[src/rtl/lsu_pkg.sv]
// ============================================================================
// Module      : lsu_pkg
// Description : Shared types and constants for the load/store unit.
// Revision    : 1.0 - initial release
// ============================================================================
`default_nettype none

package lsu_pkg;

    localparam int unsigned BE_W = 4;

    typedef enum logic [1:0] {
        IDLE = 2'd0,
        BUSY = 2'd1,
        DONE = 2'd2
    } lsu_state_t;

    localparam logic [2:0] F3_B  = 3'b000;
    localparam logic [2:0] F3_H  = 3'b001;
    localparam logic [2:0] F3_W  = 3'b010;
    localparam logic [2:0] F3_BU = 3'b100;
    localparam logic [2:0] F3_HU = 3'b101;

endpackage : lsu_pkg

`default_nettype wire

[src/rtl/lsu_align.sv]
// ============================================================================
// Module      : lsu_align
// Description : Byte-lane steering for stores, load extract/extend, fault decode.
// Revision    : 1.0 - initial release
// ============================================================================
`default_nettype none

module lsu_align
    import lsu_pkg::*;
#(
    parameter int unsigned DWIDTH = 32
) (
    input  logic [2:0]        req_funct3_i,
    input  logic              req_we_i,
    input  logic [1:0]        req_off_i,
    input  logic [DWIDTH-1:0] req_wdata_i,
    output logic [BE_W-1:0]   req_be_o,
    output logic [DWIDTH-1:0] req_wdata_o,
    output logic              req_fault_o,
    input  logic [2:0]        rsp_funct3_i,
    input  logic [1:0]        rsp_off_i,
    input  logic [DWIDTH-1:0] rsp_rdata_i,
    output logic [DWIDTH-1:0] rsp_data_o
);

    logic [DWIDTH-1:0] w_shifted;

    always_comb begin
        req_be_o    = '0;
        req_wdata_o = req_wdata_i;
        req_fault_o = 1'b0;
        case (req_funct3_i)
            F3_B, F3_BU: begin
                req_be_o    = 4'b0001 << req_off_i;
                req_wdata_o = {4{req_wdata_i[7:0]}};
            end
            F3_H, F3_HU: begin
                req_be_o    = 4'b0011 << req_off_i;
                req_wdata_o = {2{req_wdata_i[15:0]}};
                req_fault_o = req_off_i[0];
            end
            F3_W: begin
                req_be_o    = 4'b1111;
                req_fault_o = |req_off_i;
            end
            default: req_fault_o = 1'b1;
        endcase
        // Stores have no unsigned variants, so funct3[2] is always illegal for them
        if (req_we_i && req_funct3_i[2]) begin
            req_fault_o = 1'b1;
        end
    end

    always_comb begin
        w_shifted = rsp_rdata_i >> {rsp_off_i, 3'b000};
        case (rsp_funct3_i)
            F3_B:    rsp_data_o = {{24{w_shifted[7]}}, w_shifted[7:0]};
            F3_BU:   rsp_data_o = {24'd0, w_shifted[7:0]};
            F3_H:    rsp_data_o = {{16{w_shifted[15]}}, w_shifted[15:0]};
            F3_HU:   rsp_data_o = {16'd0, w_shifted[15:0]};
            default: rsp_data_o = w_shifted;
        endcase
    end

endmodule : lsu_align

`default_nettype wire

[src/rtl/load_store_unit.sv]
// ============================================================================
// Module      : load_store_unit
// Description : RV32I load/store FSM driving a request/ready data-memory port.
// Revision    : 1.0 - initial release
// ============================================================================
`default_nettype none

module load_store_unit
    import lsu_pkg::*;
#(
    parameter int unsigned DWIDTH = 32
) (
    input  logic              Clk_Core,
    input  logic              Rst_Core,
    input  logic              Lsu_Req,
    input  logic              Lsu_We,
    input  logic [2:0]        Lsu_Funct3,
    input  logic [DWIDTH-1:0] Lsu_Addr,
    input  logic [DWIDTH-1:0] Lsu_Store_Data,
    output logic              Lsu_Stall,
    output logic [DWIDTH-1:0] Lsu_Load_Data,
    output logic              Lsu_Fault,
    output logic              Dmem_Req,
    output logic              Dmem_We,
    output logic [DWIDTH-1:0] Dmem_Addr,
    output logic [BE_W-1:0]   Dmem_Be,
    output logic [DWIDTH-1:0] Dmem_Wdata,
    input  logic              Dmem_Ready,
    input  logic [DWIDTH-1:0] Dmem_Rdata
);

    lsu_state_t        state_q, state_d;
    logic              fault_q;
    logic [2:0]        funct3_q;
    logic [1:0]        off_q;
    logic              dmem_req_q, dmem_we_q;
    logic [DWIDTH-1:0] dmem_addr_q, dmem_wdata_q, load_data_q;
    logic [BE_W-1:0]   dmem_be_q;

    logic [BE_W-1:0]   w_be;
    logic [DWIDTH-1:0] w_wdata;
    logic [DWIDTH-1:0] w_load;
    logic              w_fault;

    lsu_align #(
        .DWIDTH(DWIDTH)
    ) u_align (
        .req_funct3_i (Lsu_Funct3),
        .req_we_i     (Lsu_We),
        .req_off_i    (Lsu_Addr[1:0]),
        .req_wdata_i  (Lsu_Store_Data),
        .req_be_o     (w_be),
        .req_wdata_o  (w_wdata),
        .req_fault_o  (w_fault),
        .rsp_funct3_i (funct3_q),
        .rsp_off_i    (off_q),
        .rsp_rdata_i  (Dmem_Rdata),
        .rsp_data_o   (w_load)
    );

    always_comb begin
        state_d = state_q;
        case (state_q)
            IDLE:    if (Lsu_Req) state_d = w_fault ? DONE : BUSY;
            BUSY:    if (Dmem_Ready) state_d = DONE;
            DONE:    state_d = IDLE;
            default: state_d = IDLE;
        endcase
    end

    always_ff @(posedge Clk_Core) begin
        if (Rst_Core) begin
            state_q      <= IDLE;
            fault_q      <= 1'b0;
            funct3_q     <= '0;
            off_q        <= '0;
            dmem_req_q   <= 1'b0;
            dmem_we_q    <= 1'b0;
            dmem_addr_q  <= '0;
            dmem_be_q    <= '0;
            dmem_wdata_q <= '0;
            load_data_q  <= '0;
        end else begin
            state_q <= state_d;
            fault_q <= 1'b0;
            case (state_q)
                IDLE: begin
                    if (Lsu_Req) begin
                        if (w_fault) begin
                            fault_q     <= 1'b1;
                            load_data_q <= '0;
                        end else begin
                            dmem_req_q   <= 1'b1;
                            dmem_we_q    <= Lsu_We;
                            dmem_addr_q  <= {Lsu_Addr[DWIDTH-1:2], 2'b00};
                            dmem_be_q    <= w_be;
                            dmem_wdata_q <= w_wdata;
                            funct3_q     <= Lsu_Funct3;
                            off_q        <= Lsu_Addr[1:0];
                        end
                    end
                end
                BUSY: begin
                    if (Dmem_Ready) begin
                        dmem_req_q <= 1'b0;
                        if (!dmem_we_q) begin
                            load_data_q <= w_load;
                        end
                    end
                end
                default: ;
            endcase
        end
    end

    // DONE is the retiring cycle: the held request must not stall it
    assign Lsu_Stall     = Lsu_Req && (state_q != DONE);
    assign Lsu_Load_Data = load_data_q;
    assign Lsu_Fault     = fault_q;
    assign Dmem_Req      = dmem_req_q;
    assign Dmem_We       = dmem_we_q;
    assign Dmem_Addr     = dmem_addr_q;
    assign Dmem_Be       = dmem_be_q;
    assign Dmem_Wdata    = dmem_wdata_q;

endmodule : load_store_unit

`default_nettype wire

[config.mk]
export PLATFORM = sky130hd
export DESIGN_NAME = load_store_unit
export DESIGN_NICKNAME = d
export VERILOG_FILES = /design/src/rtl/lsu_pkg.sv /design/src/rtl/lsu_align.sv /design/src/rtl/load_store_unit.sv
export SDC_FILE = /design/constraint.sdc
export NUM_CORES = 1
export LEC_CHECK = 0
export ABC_CLOCK_PERIOD_IN_PS = 1600
export BUFFER_PORTS_ARGS = -buffer_cell sky130_fd_sc_hd__buf_2
export CAP_MARGIN = 30
export CELL_PAD_IN_SITES_DETAIL_PLACEMENT = 2
export CELL_PAD_IN_SITES_GLOBAL_PLACEMENT = 2
export CORE_MARGIN = 2
export CORE_UTILIZATION = 23
export DETAILED_ROUTE_END_ITERATION = 16
export HOLD_SLACK_MARGIN = 0.15
export PLACE_DENSITY_LB_ADDON = 0.08
export SYNTH_ARGS = -nofsm -noshare
export SYNTH_HDL_FRONTEND = slang
export SYNTH_SLANG_ARGS = --single-unit
export TNS_END_PERCENT = 5
[constraint.sdc]
create_clock -name Clk_Core -period 1.6 [get_ports Clk_Core]
set_input_delay 0.32 -clock Clk_Core [delete_from_list [all_inputs] [get_ports Clk_Core]]
set_output_delay 0.32 -clock Clk_Core [all_outputs]
set_load 0.05 [all_outputs]
# After elaboration in Yosys (flattened, before gate mapping)
# Index checks and enable logic that the tools add are counted.
[op_classes]
reduce_logical = 14
n_lt_le_gt_ge = 0
eq_ne = 14
multipliers = 0
n_mux = 19
addsub = 0
n_div = 0
shift = 3
bitwise = 3
[op_table]
columns = ["cell", "count"]
rows = [
  ["$mux 32", 4],
  ["$pmux 32 s2", 2],
  ["$pmux 32 s4", 1],
  ["$shr 32x5->32", 1],
  ["$eq 3x3->1 const B", 4],
  ["$ne 2x2->1 const B", 6],
  ["$pmux 4 s3", 1],
  ["$eq 3x1->1 const B", 2],
  ["$logic_not 3->1", 2],
  ["$mux 2", 3],
  ["$reduce_or 2->1", 3],
  ["$mux 1", 5],
  ["$reduce_and 5->1", 1],
  ["$pmux 2 s2", 1],
  ["$reduce_and 4->1", 1],
  ["$shl 1x2->4 const A", 1],
  ["$shl 2x2->4 const A", 1],
  ["$eq 3x2->1 const B", 1],
  ["$not 1->1", 3],
  ["$pmux 1 s3", 1],
  ["$reduce_and 3->1", 1],
  ["$reduce_or 3->1", 1],
  ["$eq 2x1->1 const B", 1],
  ["$logic_and 1x1->1", 2],
  ["other kinds (4)", 4],
]
[word_totals]
reg_bits = 108
memories = 0
input_bits = 104
mem_bits_ro = 0
latch_bits = 0
mem_bits_rw = 0

# Longest topological paths before layout
[logic_depth]
word_depth = 7
depth_mapped = 7
depth_no_buf = 4

# By module
# From an unflattened synthesis, not the netlist that was laid out.
[unflattened]
hier_cells = 664
area_unflattened_um2 = 5454.0
[by_module_without_submodules]
columns = ["module", "cells_per_inst", "area_each_um2", "instances", "seq_area_each_um2"]
rows = [
  ["load_store_unit", 475, 4055.1, 1, 2162.1],
  ["lsu_align", 189, 1398.8, 1, 0.0],
]

# Least setup slack after synthesis
# OpenSTA, ideal clock, no wires.
[synth_timing]
path_kind = "register -> output"
startpoint = "register state_q[0]"
endpoint = "output Lsu_Stall"
t_arrival_ns = 1.560
t_required_ns = 1.280
slack_ns = -0.280
path_stages_with_launch = 3
cell_sequence = "dfxtp_1 > inv_1 > a21boi_0"
[synth_between]
elab_chain_cells = 2
[synth_rtl]
columns = ["element", "line_no", "rtl"]
rows = [
  ["start, declared", "load_store_unit.sv:32", "lsu_state_t state_q, state_d;"],
  ["start signal, assigned", "load_store_unit.sv:84", "state_q <= state_d;"],
  ["$ne 2x2->1", "load_store_unit.sv:117", "assign Lsu_Stall = Lsu_Req && (state_q != DONE);"],
  ["$logic_and 1x1->1", "load_store_unit.sv:117", ""],
  ["end, declared", "load_store_unit.sv:20", "output logic Lsu_Stall,"],
]
# No other way between the ends.

# Worst setup path after layout
[layout_timing]
startpoint = "input Lsu_Funct3[0]"
endpoint = "register off_q[1]"
[layout_between]
elab_chain_cells = 6
word_cells_on_any_way = 11
[layout_rtl]
columns = ["element", "line_no", "rtl"]
rows = [
  ["start, declared", "load_store_unit.sv:17", "input logic [2:0] Lsu_Funct3,"],
  ["$eq 3x1->1, or another cell as far along", "lsu_align.sv:32", "case (req_funct3_i)"],
  ["$reduce_or 2->1", "lsu_align.sv:32", ""],
  ["$pmux 1 s3 (*)", "lsu_align.sv:32", ""],
  ["$mux 1 (*)", "lsu_align.sv:49", "if (req_we_i && req_funct3_i[2]) begin"],
  ["$not 1->1 (no line) (*)", "-", ""],
  ["$reduce_and 3->1 (no line) (*)", "-", ""],
  ["end signal, assigned", "load_store_unit.sv:99", "off_q <= Lsu_Addr[1:0];"],
  ["end, declared", "load_store_unit.sv:35", "logic [1:0] off_q;"],
]
# Every way passes the cells marked *; elsewhere a longest branch is shown, timed or not.
# A chain may end at the register's enable or synchronous reset.

==> key figures <==
Status
  – Outcome: finished clean

Detailed routing
  – Wirelength per Cell: 17.19 um
  – DR pass1 iterations: 4
  – Drt drc: 0
  – Via count: 4888
  – DR iter-0 viols: 133
  – Final WL: 18170 um
  – Via-per-instance ratio: 4.624
  – Routed Antenna Nets: 0

Critical path
  – Levels on crit path: 7
  – Crit path buf inv count: 3
  – Crit Path Class: primary input to flip-flop
  – Crit-path max FO: 21
  – Family with the most delay on the worst path: simple AND/OR/NAND/NOR gates
  – Crit path to: off_q[1]$_SDFFE_PP0P_
  – Crit path from: Lsu_Funct3[0]
  – R2R setup slack: 60 ps
  – Worst EP required: 1880 ps
  – Max stage delay on crit path: 590 ps
  – Worst-path cell chain: buf_2 -> or4_4 -> a21boi_4 -> buf_4 -> clkbuf_16 -> nand2_1 -> a21oi_1
  – Worst setup SP type: primary input
  – Slowest cell on the critical path: or4_4
  – FF-to-FF path depth: 7
  – Worst Setup End Kind: flip-flop
  – Worst flop-to-flop path startpoint: state_q[1]$_SDFFE_PP0P_
  – Critical Path AT: 1840 ps
  – R2r endpoint: off_q[1]$_SDFFE_PP0P_

Clock tree
  – Hold Buf Count CTS: 0
  – Insertion delay to the later sink of the worst-skew pair: 350 ps
  – Num CTS Buffers: 9
  – H-tree levels: 3
  – CTS clk-pin slew, worst paths: 70 ps
  – Clock Tree Buf Depth: 2
  – CTS tree: built
  – CTS root buffer: clkbuf_16
  – Sink Count: 108

Flow run
  – Total of max-cap violations: 0

Synth
  – XOR/XNOR Fraction of Synth Area: 0%
  – Synth cell types: 41
  – Mux cell area share after synthesis: 7.514%
  – Synth warn: 0
  – Compound-gate portion of the synthesized area: 20.12%
  – Register area share after synthesis: 46.04%
  – Simple-gate portion of the synthesized area: 20.73%
  – EDFF count, synth: 0
  – Main combinational cell family by area after synthesis: simple AND/OR/NAND/NOR gates
  – #FFs+latches synth: 108
  – Async set or reset register ratio after synthesis: 0%
  – Primary FF master, synth: dfxtp_1
  – Syn Inst Count: 566
  – Synthesized cell area: 0.004696 mm2
  – Mean Syn Cell Area: 8.296 um2
  – Adder-cell area share of the yosys netlist: 0%

STA
  – Final Setup Violations: 0
  – Clk_skew: 6.674 ps
  – Min cycle time layout: 1561 ps
  – Period utilization: 97.54%
  – FMAX: 640.7 MHz
  – Max_slew headroom: 58.56%
  – Slew @ Worst Pin: 621.7 ps
  – Pins Over Slew Limit: 0
  – Unrepaired setup endpoints after global routing: yes
  – Final worst slack: 39.32 ps
  – Final Hold Viols: 0

Placed design
  – Placed cell area: 0.006205 mm2
  – Port Buf Inserts: 205
  – DP Cell Count: 1037
  – HPWL after DPL: 13710 um
  – DP Worst Slack: -362.9 ps
  – GPL Wtd Cong: 0.7876

Power and ir drop
  – Sequential Power Share: 45.0%
  – Clock share of power: 33.2%
  – Peak supply drop: 0.5335 mV
  – Pwr dens: 965.3 mW/mm2
  – Net switching power: 0.002053 W
  – Power Internal: 0.004324 W
  – Sw Share: 32.19%
  – Comb power frac: 21.8%
  – Leak Pwr: 2.887 nW

Floorplanning
  – Die area: 0.02158 mm2
  – Core Rows: 52
  – Die H: 146.9 um
  – Die Wd: 146.9 um
  – Initial core utilization: 23.36%
  – Core ar.: 0.02010 mm2
  – I/O pins: 208

Layout
  – Share of cells above drive strength 1: 37.58%
  – Non-Filler Instances: 1057
  – Commonest non-fill, non-tap cell in the layout: buf_2
  – Layout Nets: 884
  – Register area: 0.002166 mm2
  – Cell area after layout: 0.006606 mm2
  – # fillers: 2350
  – Most frequent cells in the layout: buf_2, nand2_1, dfxtp_1, a21oi_1, buf_4
  – Multi-input gate area: 0.002354 mm2
  – Synth-to-layout area growth: 40.69%

Global routing
  – Largest net degree at the start of global routing: 52
  – Global-route wire length before repair: 28190 um
  – GRT Total Usage: 16.39%
  – Antenna violations before repair: 4
  – GRT Residual Overflow: 0
  – Vias in the first global route: 5313

Min path
  – Hold WC Path Type: primary input to flip-flop
cells in the mapped netlist (2+ instances only):
master     count  share of area [%]
nor3b_1        3               0.48
a211oi_1       9                1.4
nand3_1        8               0.85
nand2b_1       2               0.27
nor3_1        10                1.1
a311oi_1       7                1.3
or2_2          3               0.40
dfxtp_1      108                 46
mux2i_1       33                7.0
buf_1          3               0.24
nand2_1      161                 13
o211ai_1       8                1.3
buf_6          3               0.72
a211o_1        7                1.3
buf_4          8                1.3
clkbuf_1      19                1.5
a21oi_1       63                6.7
or3_1          2               0.27
o21ai_0       24                2.6
o2bb2ai_1      8                1.5
a311oi_2       2               0.64
nand3b_1       2               0.32
nor2b_1        8                1.1
buf_2         15                1.6
inv_1          2               0.16
a32o_1         7                1.5
nor2_1        27                2.2
routing by layer:
metal	vias to the layer above	track usage (%)	routed length (um)
met5	-	0	27
met4	4	4.757	271
met3	19	4.689	1233
met2	128	29.88	9217
met1	2361	18.57	7425
li1	2376	-	-
through the flow:
step	total power [W]	TNS, ps	utilization, %	hold slack [ps]
6_report	0.006377	0	32.86	200.1
5_1_grt	0.006706	-1501	32.85	191.2
2_1_floorplan	0.003794	-2431	-	442.0
4_1_cts	0.006459	-75.29	32.31	183.9
3_5_place_dp	0.004301	-28800	30.86	451.3
3_3_place_gp	0.004263	-21950	30.86	439.3
logic make-up (layout without fill, tap and decap cells):
logic type,count (synthesis),count (layout)
AOI/OAI and AO/OA,142,142
buffers and inverters,50,268
DFF,108,108
muxes,34,34
other,1,4
and+or+nand+nor,231,231
power by group through the flow:
stage / clock network (W) / registers, W / logic, W
after floorplan: 0 / 0.00329 / 0.000505
after global placement: 0 / 0.00292 / 0.00134
after detailed placement: 0 / 0.00293 / 0.00137
after CTS: 0.00221 / 0.00287 / 0.00138
after global routing: 0.00231 / 0.00288 / 0.00151
final: 0.00212 / 0.00287 / 0.00139
area by class of cell:
class | instances | share of cell area (%)
Tap cell | 270 | 5.114
Clock inverter | 6 | 0.6250
Sequential cell | 108 | 32.78
Multi-Input combinational cell | 409 | 35.63
Timing Repair Buffer | 250 | 22.20
Inverter | 2 | 0.1136
Antenna cell | 2 | 0.07576
Clock buffer | 10 | 3.466
worst min-delay path by stage:
stage / start / to / slack (ps) / cells after the start
floorplan: Dmem_Rdata[31] / Lsu_Load_Data[31]$_SDFFE_PP0P_ / 440 / 2
global placement: Dmem_Addr[15]$_SDFFE_PP0P_ / Dmem_Addr[15]$_SDFFE_PP0P_ / 440 / 2
detailed placement: Dmem_Addr[8]$_SDFFE_PP0P_ / Dmem_Addr[8]$_SDFFE_PP0P_ / 450 / 2
CTS: Lsu_Addr[10] / Dmem_Addr[10]$_SDFFE_PP0P_ / 180 / 3
global route: Lsu_Addr[2] / Dmem_Addr[2]$_SDFFE_PP0P_ / 190 / 3
finish: Lsu_Addr[9] / Dmem_Addr[9]$_SDFFE_PP0P_ / 200 / 3
worst min-delay path, stage by stage:
cell and delay (ps):
buf_2 100, nand2_1 40, a21oi_1 50
registers in the layout, summed over array words and instances (netlist names):
name	flops
state_q	2
Dmem_Wdata	32
Lsu_Load_Data	32
Dmem_Addr	30
funct3_q	3
Lsu_Fault	1
Dmem_Be	4
Dmem_Req	1
off_q	2
Dmem_We	1
repair_timing:
item	4_1_cts	5_1_grt
gates resized for setup	5	19
hold endpoints to repair	0	0
endpoints found under the setup margin	30	72
buffers inserted	0	1
cloned	0	1
pin swaps	0	5
(Power assumes the default switching activity.)
